## config.mk

```make
export PLATFORM = sky130hd
export DESIGN_NAME = dsp_w_router
export DESIGN_NICKNAME = d
export VERILOG_FILES = /design/src/rtl/dsp_w_router.sv
export SDC_FILE = /design/constraint.sdc
export NUM_CORES = 1
export LEC_CHECK = 0
export ABC_CLOCK_PERIOD_IN_PS = 4400
export CAP_MARGIN = 20
export CORE_ASPECT_RATIO = 2
export CORE_MARGIN = 3
export CORE_UTILIZATION = 34
export CTS_CLUSTER_SIZE = 25
export DETAILED_ROUTE_END_ITERATION = 8
export MAX_ROUTING_LAYER = met4
export PLACE_DENSITY_LB_ADDON = 0.08
export SLEW_MARGIN = 20
export SYNTH_ARGS = -nofsm -noshare
export SYNTH_HDL_FRONTEND = slang
export SYNTH_SLANG_ARGS = --single-unit
```

## constraint.sdc

```tcl
create_clock -name ACLK_i -period 4.4 [get_ports ACLK_i]
set_clock_uncertainty 0.2 [all_clocks]
set_input_delay 0.88 -clock ACLK_i [delete_from_list [all_inputs] [get_ports ACLK_i]]
set_output_delay 0.88 -clock ACLK_i [all_outputs]
set_load 0.02 [all_outputs]
```

## src/rtl/dsp_w_router.sv

```systemverilog
// -----------------------------------------------------------------------------
// dsp_w_router
//
// Write-data router for an AXI-style crossbar. The AW dispatcher pushes one
// route ({decerr, slv_id}) per accepted write address into a routing FIFO.
// The route at the FIFO head steers the master W channel to one slave port
// until the WLAST beat completes, then the head pops. Decode-error routes
// sink the burst locally: the master sees ready, no slave sees valid, and
// dsp_B_decerr_o pulses once on the cycle after the sunk WLAST beat.
//
// Configuration macro:
//   DSP_W_ROUTER_SKID_EN  defined   -> two-entry skid buffer between routing
//                                      and the slave ports (1-cycle latency,
//                                      full throughput).
//                         undefined -> master-to-slave path is combinational.
//
// Ports:
//   ACLK_i           clock, rising edge
//   ARESET_i         synchronous active-high reset
//   m_WDATA_i        master write data
//   m_WSTRB_i        master write strobe
//   m_WLAST_i        master last beat of burst
//   m_WVALID_i       master beat valid
//   m_WREADY_o       master beat accepted
//   dsp_AW_push_i    dispatcher pushes one route
//   dsp_AW_slv_id_i  target slave of the pushed route
//   dsp_AW_decerr_i  pushed route is a decode error
//   dsp_AW_full_o    routing FIFO full
//   sa_WDATA_o       write data, broadcast to every slave
//   sa_WSTRB_o       write strobe, broadcast to every slave
//   sa_WLAST_o       WLAST, broadcast to every slave
//   sa_WVALID_o      one-hot beat valid per slave
//   sa_WREADY_i      per-slave ready
//   dsp_B_decerr_o   one-cycle pulse when a decode-error burst completes
// -----------------------------------------------------------------------------
module dsp_w_router #(
   parameter int SLV_AMT     = 4,
   parameter int DATA_WIDTH  = 32,
   parameter int OUTST_DEPTH = 4,
   parameter int SLV_ID_W    = $clog2(SLV_AMT)
) (
   input  logic                             ACLK_i,
   input  logic                             ARESET_i,
   input  logic [DATA_WIDTH-1:0]            m_WDATA_i,
   input  logic [DATA_WIDTH/8-1:0]          m_WSTRB_i,
   input  logic                             m_WLAST_i,
   input  logic                             m_WVALID_i,
   output logic                             m_WREADY_o,
   input  logic                             dsp_AW_push_i,
   input  logic [SLV_ID_W-1:0]              dsp_AW_slv_id_i,
   input  logic                             dsp_AW_decerr_i,
   output logic                             dsp_AW_full_o,
   output logic [DATA_WIDTH*SLV_AMT-1:0]    sa_WDATA_o,
   output logic [DATA_WIDTH/8*SLV_AMT-1:0]  sa_WSTRB_o,
   output logic [SLV_AMT-1:0]               sa_WLAST_o,
   output logic [SLV_AMT-1:0]               sa_WVALID_o,
   input  logic [SLV_AMT-1:0]               sa_WREADY_i,
   output logic                             dsp_B_decerr_o
);

   localparam int STRB_W = DATA_WIDTH / 8;
   localparam int CNT_W  = $clog2(OUTST_DEPTH + 1);
   localparam int PTR_W  = (OUTST_DEPTH > 1) ? $clog2(OUTST_DEPTH) : 1;

   typedef struct packed {
      logic                decerr;
      logic [SLV_ID_W-1:0] slv_id;
   } route_t;

   function automatic logic [PTR_W-1:0] next_ptr(input logic [PTR_W-1:0] p);
      return (p == PTR_W'(OUTST_DEPTH - 1)) ? '0 : p + 1'b1;
   endfunction

   // ---------------------------------------------------------------------------
   // Routing FIFO
   // ---------------------------------------------------------------------------
   route_t             route_mem [OUTST_DEPTH];
   logic [PTR_W-1:0]   wr_ptr;
   logic [PTR_W-1:0]   rd_ptr;
   logic [CNT_W-1:0]   occupancy;
   logic               full;
   logic               head_valid;
   route_t             head;
   route_t             new_route;
   logic               push;
   logic               pop;
   logic               in_ready;
   logic               stage_ready;
   logic               fwd_valid;
   logic               beat_fire;
   logic               decerr_pulse;

   assign full       = (occupancy == CNT_W'(OUTST_DEPTH));
   assign head_valid = (occupancy != '0);
   assign head       = route_mem[rd_ptr];
   assign push       = dsp_AW_push_i && !full;

   // An out-of-range slave ID can never be routed, so it is folded into decerr.
   assign new_route.decerr = dsp_AW_decerr_i || (int'(dsp_AW_slv_id_i) >= SLV_AMT);
   assign new_route.slv_id = dsp_AW_slv_id_i;

   // NOTE: sequential state uses non-blocking (<=) so every flop samples
   // pre-edge values regardless of statement order.
   always_ff @(posedge ACLK_i) begin
      if (ARESET_i) begin
         wr_ptr       <= '0;
         rd_ptr       <= '0;
         occupancy    <= '0;
         decerr_pulse <= 1'b0;
      end else begin
         if (push) wr_ptr <= next_ptr(wr_ptr);
         if (pop)  rd_ptr <= next_ptr(rd_ptr);
         if (push && !pop)      occupancy <= occupancy + 1'b1;
         else if (pop && !push) occupancy <= occupancy - 1'b1;
         decerr_pulse <= pop && head.decerr;
      end
   end

   // NOTE: storage arrays are not reset; occupancy alone decides which entries
   // are live, and leaving the data unreset keeps it in plain RAM/flops.
   always_ff @(posedge ACLK_i) begin
      if (push) route_mem[wr_ptr] <= new_route;
   end

   // Head route control. The head only changes on pop, i.e. after the WLAST
   // handshake, so the route is stable for the whole burst.
   // NOTE: defaults are assigned first so every path drives every signal and
   // no latch is inferred.
   always_comb begin
      in_ready = 1'b0;
      if (head_valid && !ARESET_i) begin
         in_ready = head.decerr ? 1'b1 : stage_ready;
      end
   end

   assign fwd_valid = head_valid && !head.decerr && m_WVALID_i && !ARESET_i;
   assign beat_fire = m_WVALID_i && in_ready;
   assign pop       = beat_fire && m_WLAST_i;

   // ---------------------------------------------------------------------------
   // Slave-side stage
   // ---------------------------------------------------------------------------
   logic [DATA_WIDTH-1:0] out_data;
   logic [STRB_W-1:0]     out_strb;
   logic                  out_last;
   logic [SLV_AMT-1:0]    out_valid_oh;

`ifdef DSP_W_ROUTER_SKID_EN
   typedef struct packed {
      logic [DATA_WIDTH-1:0] data;
      logic [STRB_W-1:0]     strb;
      logic                  last;
      logic [SLV_ID_W-1:0]   slv_id;
   } beat_t;

   beat_t      skid_mem [2];
   logic       skid_wr;
   logic       skid_rd;
   logic [1:0] skid_cnt;
   beat_t      skid_out;
   logic       skid_out_valid;
   logic       skid_push;
   logic       skid_pop;

   // Ready depends only on registered occupancy, so the master path never
   // sees slave ready combinationally; two entries keep full throughput.
   assign stage_ready    = (skid_cnt != 2'd2);
   assign skid_push      = fwd_valid && stage_ready;
   assign skid_out       = skid_mem[skid_rd];
   assign skid_out_valid = (skid_cnt != 2'd0) && !ARESET_i;
   assign skid_pop       = skid_out_valid && sa_WREADY_i[skid_out.slv_id];

   always_ff @(posedge ACLK_i) begin
      if (ARESET_i) begin
         skid_wr  <= 1'b0;
         skid_rd  <= 1'b0;
         skid_cnt <= 2'd0;
      end else begin
         if (skid_push) skid_wr <= ~skid_wr;
         if (skid_pop)  skid_rd <= ~skid_rd;
         case ({skid_push, skid_pop})
            2'b10:   skid_cnt <= skid_cnt + 2'd1;
            2'b01:   skid_cnt <= skid_cnt - 2'd1;
            default: skid_cnt <= skid_cnt;
         endcase
      end
   end

   always_ff @(posedge ACLK_i) begin
      if (skid_push) skid_mem[skid_wr] <= '{data:   m_WDATA_i,
                                            strb:   m_WSTRB_i,
                                            last:   m_WLAST_i,
                                            slv_id: head.slv_id};
   end

   always_comb begin
      out_valid_oh = '0;
      if (skid_out_valid) out_valid_oh[skid_out.slv_id] = 1'b1;
   end

   assign out_data = skid_out.data;
   assign out_strb = skid_out.strb;
   assign out_last = skid_out.last;
`else
   assign stage_ready = sa_WREADY_i[head.slv_id];

   always_comb begin
      out_valid_oh = '0;
      if (fwd_valid) out_valid_oh[head.slv_id] = 1'b1;
   end

   assign out_data = m_WDATA_i;
   assign out_strb = m_WSTRB_i;
   assign out_last = m_WLAST_i;
`endif

   // ---------------------------------------------------------------------------
   // Outputs
   // ---------------------------------------------------------------------------
   assign m_WREADY_o     = in_ready;
   assign dsp_AW_full_o  = full && !ARESET_i;
   assign sa_WVALID_o    = out_valid_oh;
   assign sa_WDATA_o     = {SLV_AMT{out_data}};
   assign sa_WSTRB_o     = {SLV_AMT{out_strb}};
   assign sa_WLAST_o     = {SLV_AMT{out_last}};
   assign dsp_B_decerr_o = decerr_pulse;

endmodule

```

Yosys cells after proc, flatten, opt, wreduce, memory -nomap -nowiden
Memory sizes are Yosys's and may differ from the RTL's. A register that Yosys moved wholly into a read port is not among the register bits.
Cells that the tools add are included.
Widths: inputs -> output; s select.
{"block": "totals", "latchBits": 0, "regBits": 8, "mem_bits_rw": 12, "memories": 1, "romBits": 0, "inputBits": 48}
{"block": "classes", "shifts": 0, "mul": 0, "n_bitwise": 0, "div": 0, "n_eq_ne": 3, "muxes": 15, "reduce_logical": 19, "add_sub_neg": 4, "order_cmp": 2}
{"memory": "route_mem", "depth": 4, "width": 3, "rd": 1, "rd_clocked_by_memory_dff": 1, "wr": 1, "line_no": "77", "rtl": "route_t route_mem [OUTST_DEPTH];"}
{"operator": "$logic_and 1x1->1", "n": 12}
{"operator": "$mux 2", "n": 4}
{"operator": "$mux 1", "n": 6}
{"operator": "$mux 3", "n": 2}
{"operator": "$logic_not 1->1", "n": 5}
{"operator": "$add 2x1->2 const B", "n": 2}
{"operator": "$eq 2x2->1 const B", "n": 2}
{"operator": "$mux 4", "n": 1}
{"operator": "$add 3x1->3 const B", "n": 1}
{"operator": "$eq 3x3->1 const B", "n": 1}
{"operator": "$lt 2x3->1 const B", "n": 1}
{"operator": "$reduce_bool 3->1", "n": 1}
{"operator": "$sub 3x1->3 const B", "n": 1}
{"operator": "$bmux 1 s2", "n": 1}
{"operator": "$demux 1 s2", "n": 1}
{"operator": "$ge 2x1->1 const B", "n": 1}
{"operator": "$reduce_bool 2->1", "n": 1}

Longest topological paths before layout
{"block": "logic_depth", "ltp_word": 9, "depth_mapped": 11, "mapped_depth_nobuf": 10}

Worst setup path before layout
Ideal clock, no wire load.
{"block": "synth_timing", "path_type": "input-to-output", "startpoint": "in ARESET_i", "endpoint": "out sa_WVALID_o[0]", "path_slack_ns": 1.467, "required_ns": 3.320, "arrival_ns": 1.853, "path_stages": 4, "path_cell_list": "clkbuf_1 > nor4b_1 > nand2_1 > nor2_1"}
{"block": "synth_between", "elab_chain_len": 3}
{"element": "start: declaration", "line_no": "43", "rtl": "input logic ARESET_i,"}
{"element": "$logic_not 1->1", "line_no": "136", "rtl": "assign fwd_valid = head_valid && !head.decerr && m_WVALID_i && !ARESET_i;"}
{"element": "$logic_and 1x1->1", "line_no": "136"}
{"element": "$mux 4", "line_no": "209", "rtl": "if (fwd_valid) out_valid_oh[head.slv_id] = 1'b1;"}
{"element": "end: declaration", "line_no": "56", "rtl": "output logic [SLV_AMT-1:0] sa_WVALID_o,"}
No other way between the ends.

Worst setup path in the final report
{"block": "layout_timing", "startpoint": "in ARESET_i", "endpoint": "out sa_WVALID_o[2]"}
Same word-level chain as after synthesis.

==> reports/summary.txt <==
status = finished clean
ANT nets after route = 0
setup bufs post-CTS = 0
clk sink count = 22
Hold Buf Count CTS = 0
CP endpoint = sa_WVALID_o[2]
Synth Area per Inst = 9.22 µm²
clk buf depth = 2
LEAKAGE = 0.573 nW
kind of critical path = input pin to output pin
number of flops mapped to enable cells by yosys = 12
pin count of the biggest net entering global routing = 14
clock-pin slew on the worst setup and hold paths = 60 ps
pre-CTS setup slack = 486 ps
sequential fraction of the synthesis area = 25.4%
reg2reg end = occupancy[2]$_SDFFE_PP0P_
CTS tree = yes
maximum fanout along the worst path = 3
Yosys cell types = 26
internal reg-to-reg setup slack = 1180 ps
worst hold path class = register to register
layout cell share with drive strength beyond 1 = 13.0%
Final period util = 87.7%
fin area = 1510 µm²
WP data arrival = 2780 ps
switching power = 0.218 mW
Synth area leaders = buf_4 (50%), edfxtp_1 (16%), dfxtp_1 (9.1%)
total CTS buffers = 3
Clk Latency, worst-skew pair = 250 ps
area share of the largest cell type after synthesis = 50.4%
Root Driver = clkbuf_16
RSZ-0062 raised after global routing = false
PostCTS Resize Cnt = 0
Period minus WS final = 3860 ps
Mapped Cells = 239
total gr overflow = 0
Cell Pwr Density = 481 nW/µm²
via count = 822
Die W = 62.9 µm
CP Launch Type = input pin
post-synthesis register bit count = 22
synthesized cell area = 2200 µm²
Layout area overhead = -31.3%
# DRC = 0
clock group share of total power = 31.3%
Gate power share = 30.2%
Worst-Margin Slew = 606 ps
io pins = 203
GPL Wtd Cong = 0.688
core footprint = 6160 µm²
Pint = 0.511 mW
FMAX = 259 MHz
first-pass GRT wire length = 5120 µm
FF-to-FF path depth = 10
Port-buffer cells = 22
die height = 120 µm
Post-DP HPWL = 2860 µm
full die area = 7550 µm²
Rows = 40
worst setup path start = ARESET_i
Post-Route WL = 3410 µm
Core Util, Final = 24.6%
DRT Pass-1 Iters = 4
vias in the first global route = 917
Finish-stage setup viols = 0
Crit path required time = 3320 ps
initial core utilization = 35.8%
ANT cells = 0
total of max-cap violations = 0
Final Max Tran Viols = 0
DRT iter0 DRCs = 15
sequential group share of total power = 38.6%
initial antenna violation count = 0
gr usage total = 9.36%
most common cell in the synthesized netlist = buf_4
Ys Warns = 0
Synth area leader = buf_4
Nets = 171
DR WL/cell = 17.1 µm
Worst Setup End Kind = output pin
Hold Vio Cnt, Final = 0
TNS Setup = 0 ps
vias per cell = 4.13
Mapped Nets = 294
switch share = 29.9%
VDD IR max = 127 µV
Top FF cell, synth = edfxtp_1
CTS H-tree depth = 1
Slew headroom = 59.0%
Post-DP Area = 1410 µm²
top cells by count, synth = buf_4 (148), edfxtp_1 (12), nor2_1 (11)
setup ws final = 541 ps
Async SR Flop Fraction = 0%
==> routing by layer <==
metal / GRT usage, % / vias up / share of wire [%]
met5: - / - / 0
met4: 11.2 / 0 / 10
met3: 3.84 / 48 / 14
met2: 15.4 / 57 / 49
met1: 6.67 / 346 / 26
li1: - / 371 / -
==> critical path: stages <==
cell	delay [ps]
clkdlybuf4s50_1	420
nor4b_1	580
and3_2	290
clkdlybuf4s50_1	610
==> metrics by stage <==
stage,hold WS [ps],power (mW),std cells
after global routing,381,0.781,199
after floorplan,271,0.625,239
after CTS,314,0.742,199
after global placement,293,0.504,195
after detailed placement,302,0.511,195
final,314,0.729,199
==> logic make-up after synthesis <==
group                      share of synthesized area, %
buffers and inverters                              51.6
and+or+nand+nor                                    7.55
DFF                                                25.4
muxes                                              8.23
adders and majority gates                          4.31
AOI/OAI and AO/OA                                  2.04
xor gates and xnor gates                          0.795
==> power by group through the flow <==
| stage | Sequential (mW) | Clock (mW) | Combinational, mW |
|---|---|---|---|
| 2_1_floorplan | 0.279 | 0 | 0.346 |
| 3_3_place_gp | 0.284 | 0 | 0.220 |
| 6_report | 0.281 | 0.228 | 0.220 |
| 3_5_place_dp | 0.285 | 0 | 0.225 |
| 4_1_cts | 0.282 | 0.235 | 0.226 |
| 5_1_grt | 0.288 | 0.245 | 0.248 |
==> area by class of cell <==
type	count	area (µm²)
repair buffers	23	228
fillers	664	4640
inverters	4	15.0
well taps	84	105
multi-input cells	62	505
clock buffers	4	100
flip-flops and latches	22	561
==> flip-flops by register name, indices dropped and copies added, names as in the netlist, named ones only <==
register        count
route_mem          12
occupancy           3
rd_ptr              2
wr_ptr              2
dsp_B_decerr_o      1
==> worst min-delay path by stage <==
stage | from | to | slack (ps) | depth (start not counted)
4_1_cts | occupancy[2]$_SDFFE_PP0P_ | occupancy[2]$_SDFFE_PP0P_ | 310 | 2
2_1_floorplan | occupancy[2]$_SDFFE_PP0P_ | occupancy[2]$_SDFFE_PP0P_ | 270 | 2
6_report | occupancy[2]$_SDFFE_PP0P_ | occupancy[2]$_SDFFE_PP0P_ | 310 | 2
3_5_place_dp | occupancy[2]$_SDFFE_PP0P_ | occupancy[2]$_SDFFE_PP0P_ | 300 | 2
5_1_grt | occupancy[2]$_SDFFE_PP0P_ | occupancy[2]$_SDFFE_PP0P_ | 380 | 2
3_3_place_gp | occupancy[2]$_SDFFE_PP0P_ | occupancy[2]$_SDFFE_PP0P_ | 290 | 2
==> placed cells by master, fill, tap and decap left out, types with 4 or more instances in the layout <==
cell / Yosys / layout
ha_1: 6 / 6
mux2_2: 5 / 5
nand2_1: 5 / 5
nor3_1: 4 / 4
clkbuf_16: 0 / 4
mux2i_1: 8 / 8
and3_1: 5 / 5
edfxtp_1: 12 / 12
clkdlybuf4s50_1: 0 / 22
inv_1: 4 / 4
dfxtp_1: 10 / 10
nor2_1: 11 / 11
Note: power is estimated with default switching activity, not from simulation.
